### config.mk
export PLATFORM = sky130hd
export DESIGN_NAME = opl2_host_writer
export DESIGN_NICKNAME = d
export VERILOG_FILES = /design/src/rtl/opl2_host_writer.sv
export SDC_FILE = /design/constraint.sdc
export NUM_CORES = 1
export LEC_CHECK = 0
export BUFFER_PORTS_ARGS = -buffer_cell sky130_fd_sc_hd__buf_2
export CORE_MARGIN = 5
export CORE_UTILIZATION = 30
export DETAILED_ROUTE_END_ITERATION = 10
export GPL_TIMING_DRIVEN = 0
export PLACE_DENSITY = 0.52
export SLEW_MARGIN = 20
export SYNTH_ARGS = -nofsm -noshare
export SYNTH_HDL_FRONTEND = slang
export SYNTH_SLANG_ARGS = --single-unit
### constraint.sdc
create_clock -name clk -period 5.6 [get_ports clk]
set_clock_uncertainty 0.2 [all_clocks]
set_input_delay 0.28 -clock clk [delete_from_list [all_inputs] [get_ports clk]]
set_output_delay 0.28 -clock clk [all_outputs]
set_load 0.02 [all_outputs]
### src/rtl/opl2_host_writer.sv
`default_nettype none
// opl2_host_writer: turns one register write into address-port and data-port strobes on the OPL2 host bus.
// Rev 1.0 -- initial release.
module opl2_host_writer #(
  parameter int STROBE_LEN          = 2,
  parameter int ADDR_WAIT           = 4,
  parameter int DATA_WAIT           = 24,
  parameter int CNT_WIDTH           = 16,
  parameter int SKIP_REDUNDANT_ADDR = 1,
  parameter int REG_FILE_DATA_WIDTH = 8
) (
  input  logic                           clk,
  input  logic                           reset,
  input  logic                           cmd_valid,
  output logic                           cmd_ready,
  input  logic [REG_FILE_DATA_WIDTH-1:0] cmd_reg,
  input  logic [REG_FILE_DATA_WIDTH-1:0] cmd_data,
  output logic                           cs_n,
  output logic                           wr_n,
  output logic                           rd_n,
  output logic                           address,
  output logic [REG_FILE_DATA_WIDTH-1:0] dout,
  output logic                           busy
);

  typedef enum logic [2:0] {
    IDLE     = 3'd0,
    A_SETUP  = 3'd1,
    A_STROBE = 3'd2,
    A_WAIT   = 3'd3,
    D_SETUP  = 3'd4,
    D_STROBE = 3'd5,
    D_WAIT   = 3'd6
  } state_t;

  localparam logic [CNT_WIDTH-1:0] STROBE_LOAD = CNT_WIDTH'(STROBE_LEN - 1);
  localparam logic [CNT_WIDTH-1:0] AWAIT_LOAD  = CNT_WIDTH'((ADDR_WAIT > 0) ? ADDR_WAIT - 1 : 0);
  localparam logic [CNT_WIDTH-1:0] DWAIT_LOAD  = CNT_WIDTH'((DATA_WAIT > 0) ? DATA_WAIT - 1 : 0);

  state_t                         state, state_nxt;
  logic [CNT_WIDTH-1:0]           cnt, cnt_nxt;
  logic [REG_FILE_DATA_WIDTH-1:0] reg_q, data_q, last_reg, dout_nxt;
  logic                           last_valid, addr_nxt, strobe_nxt, accept, skip, cnt_done;

  assign cmd_ready = (state == IDLE) && !reset;
  assign busy      = (state != IDLE);
  assign accept    = cmd_valid && cmd_ready;
  assign cnt_done  = (cnt == '0);
  assign skip      = (SKIP_REDUNDANT_ADDR != 0) && last_valid && (cmd_reg == last_reg);

  always_comb begin
    state_nxt = state;
    cnt_nxt   = cnt_done ? '0 : cnt - CNT_WIDTH'(1);
    addr_nxt  = address;
    dout_nxt  = dout;
    case (state)
      IDLE: begin
        if (accept) begin
          cnt_nxt = '0;
          if (skip) begin
            state_nxt = D_SETUP;
            addr_nxt  = 1'b1;
            dout_nxt  = cmd_data;
          end else begin
            state_nxt = A_SETUP;
            addr_nxt  = 1'b0;
            dout_nxt  = cmd_reg;
          end
        end
      end
      A_SETUP: begin
        state_nxt = A_STROBE;
        cnt_nxt   = STROBE_LOAD;
      end
      A_STROBE: begin
        if (cnt_done) begin
          if (ADDR_WAIT == 0) begin
            state_nxt = D_SETUP;
            cnt_nxt   = '0;
            addr_nxt  = 1'b1;
            dout_nxt  = data_q;
          end else begin
            state_nxt = A_WAIT;
            cnt_nxt   = AWAIT_LOAD;
          end
        end
      end
      A_WAIT: begin
        if (cnt_done) begin
          state_nxt = D_SETUP;
          cnt_nxt   = '0;
          addr_nxt  = 1'b1;
          dout_nxt  = data_q;
        end
      end
      D_SETUP: begin
        state_nxt = D_STROBE;
        cnt_nxt   = STROBE_LOAD;
      end
      D_STROBE: begin
        if (cnt_done) begin
          if (DATA_WAIT == 0) begin
            state_nxt = IDLE;
            cnt_nxt   = '0;
          end else begin
            state_nxt = D_WAIT;
            cnt_nxt   = DWAIT_LOAD;
          end
        end
      end
      D_WAIT: begin
        if (cnt_done) state_nxt = IDLE;
      end
      default: begin
        state_nxt = IDLE;
        cnt_nxt   = '0;
      end
    endcase
    // Strobe flops follow the upcoming state so the bus pins stay purely registered.
    strobe_nxt = (state_nxt == A_STROBE) || (state_nxt == D_STROBE);
  end

  always_ff @(posedge clk or posedge reset) begin
    if (reset) begin
      state      <= IDLE;
      cnt        <= '0;
      cs_n       <= 1'b1;
      wr_n       <= 1'b1;
      rd_n       <= 1'b1;
      address    <= 1'b0;
      dout       <= '0;
      reg_q      <= '0;
      data_q     <= '0;
      last_reg   <= '0;
      last_valid <= 1'b0;
    end else begin
      state   <= state_nxt;
      cnt     <= cnt_nxt;
      cs_n    <= !strobe_nxt;
      wr_n    <= !strobe_nxt;
      rd_n    <= 1'b1;
      address <= addr_nxt;
      dout    <= dout_nxt;
      if (accept) begin
        reg_q  <= cmd_reg;
        data_q <= cmd_data;
      end
      if ((state == A_STROBE) && cnt_done) begin
        last_reg   <= reg_q;
        last_valid <= 1'b1;
      end
    end
  end

endmodule
`default_nettype wire

**After elaboration in Yosys (flattened, before gate mapping)**

Index checks and enable logic that the tools add are counted.
W data, S select, Z words.

- Bits in registers: 54
- Bits of input ports: 19
- Output and inout port bits: 14

- Reductions and logical operators: 13
- Eq/ne operators: 11
- Add/subtract/negate cells: 1
- Muxes and demuxes: 21

Operators by type and width:

| operator | number |
|---|---|
| $pmux W16 S6 | 1 |
| $mux W16 | 5 |
| $mux W8 | 3 |
| $pmux W3 S7 | 1 |
| $mux W3 | 6 |
| $logic_not A16 Y1 | 1 |
| $pmux W8 S2 | 1 |
| $sub A16 B1 Y16 const B | 1 |
| $eq A3 B3 Y1 const B | 4 |
| $eq A3 B2 Y1 const B | 3 |
| $eq A8 B8 Y1 | 1 |
| $logic_and A1 B1 Y1 | 4 |
| $ne A2 B2 Y1 const B | 2 |
| $eq A3 B1 Y1 const B | 1 |
| $logic_not A3 Y1 | 1 |
| $mux W1 | 3 |
| $reduce_and A3 Y1 | 1 |
| $reduce_bool A3 Y1 | 1 |
| $logic_not A1 Y1 | 2 |
| $pmux W1 S2 | 1 |
| $reduce_bool A2 Y1 | 1 |
| $reduce_or A2 Y1 | 1 |
| $logic_or A1 B1 Y1 | 1 |

**Logic depth before layout (Yosys ltp)**

Gate-level depths: netlist (run 1).

- Depth after elaboration: 8
- Gate-level depth with buffers: 9
- Depth with buffers taken out: 7

**Worst setup path after synthesis (run 1)**

OpenSTA, ideal clock, no wires.

- Kind: register -> register
- From: register cnt[0]
- To: register dout[0]
- Library setup time: 77 ps
- Path slack: 3,555 ps
- Clock period less this slack: 2,045 ps
- Required time: 5,323 ps
- Stages on the path, launching flop included: 10
- Data arrival time: 1,768 ps
- Cell sequence: dfrtp_1 > inv_1 > ha_1 > nor4b_1 > and4_1 > buf_4 > a31oi_2 > buf_2 > nand2_1 > o21ai_1

- Word-level cells in the longest chain between the ends: 3

RTL lines:

| item | RTL line | text |
|---|---|---|
| from (decl) | 41 | `logic [CNT_WIDTH-1:0] cnt, cnt_nxt;` |
| from (signal assigned) | 138 | `cnt <= cnt_nxt;` |
| $logic_not A16 Y1 | 48 | `assign cnt_done = (cnt == '0);` |
| $ne A2 B2 Y1 (no line) | n/a |  |
| $reduce_and A3 Y1 (no line) | n/a |  |
| to (signal assigned) | 143 | `dout <= dout_nxt;` |
| to (decl) | 22 | `output logic [REG_FILE_DATA_WIDTH-1:0] dout,` |

No other way between the ends.
A chain may end at the register's enable or synchronous reset.

**Worst setup path after layout (run 1)**

- From: register cnt[0]
- To: register dout[2]

Same word-level chain as after synthesis.

==> qor.txt, run 1 <==
Die area -> 11,200 um2
Setup bufs post-CTS -> 0
Drt total wl -> 6250 um
Post-route cell area -> 3270 um2
Min-Delay Path Class -> in2reg
I/O pin total -> 33
M1 GR Usage -> 0.161
Register-to-Register Path Depth -> 9
Largest net degree at the start of global routing -> 55
Vias in the first global route -> 2,113
CP Max Fanout -> 10
Yosys reg bits -> 54
First-pass GRT wire length -> 10,500 um
Ranking of synthesized cells by area -> dfrtp_1 48%, nand2_1 9.4%, mux2_2 6.5%
Most flop-heavy register -> cnt
GRT overflow -> 0
Leak -> 1.54 nW
CP required -> 5.65 ns
Routability congestion estimate -> 0.785
Gr usage total -> 0.116
Die H -> 106 um
Final Power -> 1.65 mW
VDD IR max -> 142 uV
Maxcap violations -> 0
Netlist Area Pre-Place -> 2760 um2
DRC -> 0
Port bufs -> 31
Syn nets -> 306
Worst r2r src -> cnt[0]
Outcome -> completed
Post-route ant nets -> 0
Async SR Flop Fraction -> 1.00
Reg2reg setup slack -> 3.07 ns
Net count, final -> 355
Top FF cell, synth -> dfrtp_1
Power per cell area -> 505 nW/um2
Final Hold Fails -> 0
Hold Path Depth -> 3
Worst slew pin tran -> 0.820 ns
Yosys warnings -> 0
Clock Sinks -> 54
Drt wl/cell -> 14.0 um
Post-synthesis cell count -> 285
Largest register FFs -> 16
Layout fillers -> 943
CTS tree -> yes
Met3 GRT Util -> 0.0267
Crit path DAT -> 2.59 ns
Busiest layer in global routing -> met2
Skew-Pair Late Insertion Delay -> 0.31 ns
CTS buffer count -> 5
Final worst path period share -> 0.452
CTS Buffer Depth -> 2
Post-synthesis sequential area ratio -> 0.490
Setup ws final -> 3.07 ns
Max_slew headroom -> 0.449
Root Buffer -> clkbuf_8
DP Worst Slack -> 3.02 ns
Share of cells above drive strength 1 -> 0.236
Fmax -> 395 MHz
Total number of vias -> 2,120
Fin crit period -> 2.53 ns
# rows -> 35
Initial DRC Count -> 62
EDFF count, synth -> 0
Synth top area share -> 0.480
WS Path Type -> reg2reg
Slew Viols, Final -> 0
Startpoint Class -> flop
M2 GR Usage -> 0.184
DRT Pass-1 Iters -> 4
Yosys cell types -> 46
Placeable Area -> 9110 um2
Area Growth Syn to Fin -> 18.3%
Critical path endpoint category -> flop
Worst Hold End -> reg_q[1]
RSZ-0062 raised after global routing -> false
CTS clk-pin slew, worst paths -> 0.11 ns
Hold Startpoint -> cmd_reg[1]
Mean area per synthesized cell -> 9.69 um2
Antenna cells -> 0
Final Setup Violations -> 0
Vias/cell -> 4.75
Initial antenna violation count -> 0
Area leader, netlist -> dfrtp_1
Final Util -> 0.359
H-tree Lvls -> 2
Initial core utilization -> 0.303
Die width -> 106 um
DP Area -> 3060 um2
Hpwl dp -> 4430 um
R2r endpoint -> dout[2]
Sum Neg Setup Slack -> 0 ns
==> cell usage after synthesis, types with 2 or more instances <==
cell type / instances
nor2_1: 18
mux2_2: 16
xnor2_1: 10
buf_6: 2
o31ai_1: 2
ha_1: 2
nand2_2: 2
o21ai_0: 12
clkbuf_1: 3
nand2b_1: 3
xor2_1: 8
a21oi_1: 11
nor4_1: 3
mux2i_1: 9
buf_2: 7
nand3_1: 6
dfrtp_1: 53
buf_4: 3
nor2b_1: 3
nand4_1: 2
o21ai_1: 8
or3_1: 3
or4_4: 2
nand2_1: 69
inv_1: 6
nor3_1: 2
==> placed cells by master (no fill, tap or decap), types with 2 or more instances in the layout <==
cell / netlist / final
a21oi_1: 11 / 11
buf_2: 7 / 38
buf_4: 3 / 3
buf_6: 2 / 2
clkbuf_1: 3 / 3
clkbuf_8: 0 / 6
dfrtp_1: 53 / 53
dlygate4sd3_1: 0 / 11
ha_1: 2 / 2
inv_1: 6 / 5
mux2_2: 16 / 16
mux2i_1: 9 / 9
nand2_1: 69 / 69
nand2_2: 2 / 2
nand2b_1: 3 / 3
nand3_1: 6 / 6
nand4_1: 2 / 2
nor2_1: 18 / 18
nor2b_1: 3 / 3
nor3_1: 2 / 2
nor4_1: 3 / 3
o21ai_0: 12 / 12
o21ai_1: 8 / 8
o31ai_1: 2 / 2
or3_1: 3 / 3
or4_4: 2 / 2
xnor2_1: 10 / 10
xor2_1: 8 / 8
==> cell type report <==
cell class | count | area (um2) | share of cell area
flip-flops and latches | 54 | 1350 | 0.414
multi-input cells | 210 | 1300 | 0.397
repair buffers | 42 | 265 | 0.0812
well taps | 111 | 139 | 0.0425
plain buffers | 15 | 91.3 | 0.0279
clock buffers | 6 | 82.6 | 0.0253
inverters | 6 | 25.0 | 0.00766
clock inverters | 2 | 16.3 | 0.00498
==> metal layers <==
metal	share of wire	vias up	wire length [um]
li1	-	1055	-
met1	0.49	1016	3050
met2	0.46	41	2890
met3	0.039	8	243
met4	0.011	0	68
met5	0	-	0
==> timing repair <==
item	in CTS	in global routing
resized for setup	0	0
hold endpoints to repair	63	0
hold buffers	11	0
==> worst max-delay path: stages (launching register included) <==
cell	delay, ns
dfrtp_1	0.47
inv_1	0.09
ha_1	0.20
nor4b_1	0.15
and4_1	0.21
buf_4	0.16
a31oi_2	0.49
buf_2	0.34
nand2_1	0.09
o21ai_1	0.07
==> cells by family (layout without fill, tap and decap cells) <==
family                     Yosys count  in the layout  share of synthesized area
muxes                               25             25                     0.0978
other                                1              1                    0.00136
xor gates and xnor gates            18             18                     0.0571
and+or+nand+nor                    123            123                      0.217
AOI/OAI and AO/OA                   41             41                     0.0865
DFF                                 54             54                      0.490
adders and majority gates            2              2                    0.00906
buffers and inverters               21             71                     0.0412
==> worst max path at each step <==
stage                     slack, ns  cells after the start      end    from
final                          3.07                      9  dout[2]  cnt[0]
after global routing           2.87                      9  dout[7]  cnt[0]
after CTS                      2.99                      9  dout[3]  cnt[0]
after detailed placement       3.02                      9  dout[2]  cnt[0]
after global placement         2.97                      2  dout[7]   reset
after floorplan                3.55                      9  dout[0]  cnt[0]
==> power by group <==
part | internal, mW | switching [mW] | total, mW
clock network | 0.102 | 0.138 | 0.240
registers | 0.564 | 0.130 | 0.695
logic | 0.312 | 0.404 | 0.716
total | 0.979 | 0.673 | 1.65
==> stage by stage <==
stage	std cells	hold slack [ns]
after global placement	427	0.253
final	446	0.00933
after detailed placement	427	0.258
after floorplan	285	0.185
after global routing	446	0.00385
after CTS	446	0.00131
(Power assumes the default switching activity.)
==> inputs of run 2 (changes only) <==
--- a/config.mk
+++ b/config.mk
@@ -5,12 +5,13 @@
 export SDC_FILE = /design/constraint.sdc
 export NUM_CORES = 1
 export LEC_CHECK = 0
+export ABC_AREA = 1
 export BUFFER_PORTS_ARGS = -buffer_cell sky130_fd_sc_hd__buf_2
 export CORE_MARGIN = 5
 export CORE_UTILIZATION = 30
 export DETAILED_ROUTE_END_ITERATION = 10
 export GPL_TIMING_DRIVEN = 0
-export PLACE_DENSITY = 0.52
+export PLACE_DENSITY = 0.51
 export SLEW_MARGIN = 20
 export SYNTH_ARGS = -nofsm -noshare
 export SYNTH_HDL_FRONTEND = slang
==> constraint.sdc (replaced) <==
create_clock -name clk -period 2.4 [get_ports clk]
set_clock_uncertainty 0.2 [all_clocks]
set_input_delay 0.12 -clock clk [delete_from_list [all_inputs] [get_ports clk]]
set_output_delay 0.12 -clock clk [all_outputs]
set_load 0.02 [all_outputs]
==> qor.txt, run 2 <==
Critical path endpoint category -> flop
Internal -> 2.21 mW (+130%)
CTS buffer count -> 5 (unchanged)
Outcome -> completed
WS Path Type -> reg2reg
Syn nets -> 381 (+25%)
Reg2reg setup slack -> 0.38 ns (-2.68 ns)
I/O pin total -> 33 (unchanged)
Startpoint Class -> flop
DRC -> 0 (unchanged)
Synth top area share -> 0.437 (-0.0431)
Resized Gates After CTS -> 0 (unchanged)
Top FF cell, synth -> dfrtp_1
Total number of vias -> 2,362 (+11%)
Share of cells above drive strength 1 -> 0.243 (+0.00697)
Register-to-Register Path Depth -> 9 (unchanged)
Largest net degree at the start of global routing -> 55 (unchanged)
Clock share of power -> 0.145 (about the same)
Post-synthesis sequential area ratio -> 0.446 (-0.0440)
Port bufs -> 31 (unchanged)
Min Hold Slack -> 0.0572 ns (+0.0479 ns)
Levels on crit path -> 9 (unchanged)
Die width -> 111 um (+4.4%)
Vias/cell -> 4.30 (-9.5%)
Drt total wl -> 6360 um (+1.8%)
Worst path slowest cell -> dfrtp_1
Clock Sinks -> 54 (unchanged)
VDD IR max -> 361 uV (+150%)
# rows -> 36 (+2.9%)
Min-Delay Path Class -> in2reg
Critical path, cell by cell -> inv_1 -> ha_1 -> nor3b_2 -> nand2_1 -> nor2_1 -> nand2_1 -> nor2_1 -> xor2_1 -> nor2_1
Power per cell area -> 1050 nW/um2 (+110%)
Critical Path Max Stage Delay -> 0.37 ns (-0.12 ns)
Final Hold Fails -> 0 (unchanged)
Seq pwr share -> 0.398 (-0.023)
Yosys cell types -> 40 (-13%)
Placed cells -> 524 (+23%)
Async SR Flop Fraction -> 1.00 (unchanged)
EDFF count, synth -> 0 (unchanged)
Leak -> 1.84 nW (+20%)
Ranking of synthesized cells by area -> dfrtp_1 44%, nand2_1 10%, inv_1 4.8%
Post-synth top cells -> 83 x nand2_1, 53 x dfrtp_1, 39 x inv_1
Drt wl/cell -> 11.6 um (-17%)
First-pass GRT wire length -> 11,500 um (+9.2%)
Final Setup Violations -> 0 (unchanged)
Commonest non-fill, non-tap cell in the layout -> nand2_1
Gr usage total -> 0.110 (-0.00606)
Antenna cells -> 0 (unchanged)
Most frequent cells in the layout -> 83 x nand2_1, 53 x dfrtp_1, 38 x inv_1, 38 x nor2_1, 35 x buf_2
Post-route ant nets -> 0 (unchanged)
RSZ-0062 raised after global routing -> false
CP required -> 2.41 ns (-3.24 ns)
Sw Pwr -> 1.61 mW (+140%)
Buf/Inv on CP -> 1 (-2)
Initial antenna violation count -> 0 (unchanged)
Max_slew headroom -> 0.549 (+0.100)
Vias in the first global route -> 2,471 (+17%)
Largest register FFs -> 16 (unchanged)
Maxcap violations -> 0 (unchanged)
Skew-Pair Late Insertion Delay -> 0.31 ns (about the same)
Yosys reg bits -> 54 (unchanged)
Most used cell, CP -> nor2_1
GRT overflow -> 0 (unchanged)
CP Max Fanout -> 5 (-5)
Comb power frac -> 0.457 (+0.023)
Family with the most delay on the worst path -> simple AND/OR/NAND/NOR gates
CTS clk-pin slew, worst paths -> 0.10 ns (about the same)
Final cell count without fillers -> 549 (+23%)
Multi-input gate area -> 1430 um2 (+11%)
Die area -> 12,200 um2 (+8.9%)
Area leader, netlist -> dfrtp_1
Net count, final -> 436 (+23%)
Storage cell area -> 1350 um2 (unchanged)
Slew Viols, Final -> 0 (unchanged)
Fin crit period -> 2.02 ns (-0.517 ns)
CTS tree -> yes
Final worst path period share -> 0.840 (+0.388)
Initial DRC Count -> 80 (+29%)
CTS Buffer Depth -> 2 (unchanged)
Area Growth Syn to Fin -> 19.4%
Sw Ratio -> 0.421 (+0.0134)
Top-count cell post-synth -> nand2_1
Die H -> 111 um (+4.4%)
Most flop-heavy register -> cnt
Layout fillers -> 1,045 (+11%)
Worst slew pin tran -> 0.676 ns (-0.144 ns)
DRT Pass-1 Iters -> 4 (unchanged)
Yosys warnings -> 0 (unchanged)
Initial core utilization -> 0.309 (+0.00583)
Root Buffer -> clkbuf_8
Fmax -> 496 MHz (+26%)
Netlist Area Pre-Place -> 3040 um2 (+9.9%)
Placeable Area -> 9820 um2 (+7.8%)
Hold Path Depth -> 5 (+2)
Routability congestion estimate -> 0.805 (+2.6%)
H-tree Lvls -> 2 (unchanged)
Crit path DAT -> 2.02 ns (-0.57 ns)
Mean area per synthesized cell -> 8.43 um2 (-13%)
Hpwl dp -> 4790 um (+8.1%)
Post-synthesis cell count -> 360 (+26%)
-- run 2: cell count changes after synthesis, moves of 9 or more --
cell     before  now
inv_1         6   39
nor2_1       18   38
mux2i_1       9    0
nor2_2        0   10
nand3_1       6   26
nand2_1      69   83
-- run 2: stage by stage --
stage	power (mW)	setup slack, ns	utilization	setup TNS (ns)	instance area, um2
finish	3.81	0.384	0.369	0	3620
global route	4.19	0.220	0.369	0	3620
CTS	3.88	0.347	0.369	0	3620
detailed placement	3.29	0.370	0.342	0	3360
global placement	3.26	-0.0728	0.342	-3.67	3360
floorplan	2.89	0.590	-	0	3040
-- run 2: worst register-to-register path: cells and delay by family (launching register included) --
kind                       cells  cell delay [ns]
adders and majority gates      1             0.20
and+or+nand+nor                6             0.86
buffers and inverters          1             0.13
xor gates and xnor gates       1             0.16
DFF                            1             0.37
-- run 2: cell families (layout without fill, tap and decap cells) --
logic type	after synthesis	count (layout)	synth area share
AOI/OAI and AO/OA	33	33	0.0606
xor gates and xnor gates	15	15	0.0433
adders and majority gates	2	2	0.00824
buffers and inverters	54	110	0.0820
DFF	54	54	0.446
muxes	8	8	0.0297
other	1	1	0.00124
and+or+nand+nor	193	193	0.329
-- run 2: path summary, 6_finish.rpt --
path | from | endpoint
hold / removal | cmd_valid | reg_q[5]
setup reg to reg | cnt[0] | cnt[14]
hold reg to reg | last_valid | last_valid
max in group asynchronous | reset | dout[1]
setup / recovery | cnt[0] | cnt[14]
min in group asynchronous | reset | cnt[5]
-- run 2: metal layers --
layer  global-route usage  routed length, um
met1                0.148               3080
met2                0.186               3050
met3               0.0224                190
met4               0.0197                 49
met5                    0                  0
-- run 2: final cells by class --
class | count | area share
plain buffers | 10 | 0.0221
well taps | 133 | 0.0459
multi-input cells | 252 | 0.396
repair buffers | 48 | 0.0897
flip-flops and latches | 54 | 0.373
clock inverters | 1 | 0.00242
inverters | 44 | 0.0473
clock buffers | 7 | 0.0238
-- run 2: repair_timing --
| action | 4_1_cts | 5_1_grt |
|---|---|---|
| buffers inserted | 0 | 0 |
| hold buffers | 17 | 0 |
| setup endpoints to repair | 0 | 0 |
| hold endpoints to repair | 74 | 0 |
-- run 2: power by group through the flow --
stage	clock network [mW]	logic [mW]	registers [mW]
after global placement	0	1.73	1.53
after detailed placement	0	1.75	1.54
after floorplan	0	1.29	1.60
after global routing	0.615	2.00	1.57
final	0.554	1.74	1.52
after CTS	0.581	1.78	1.52
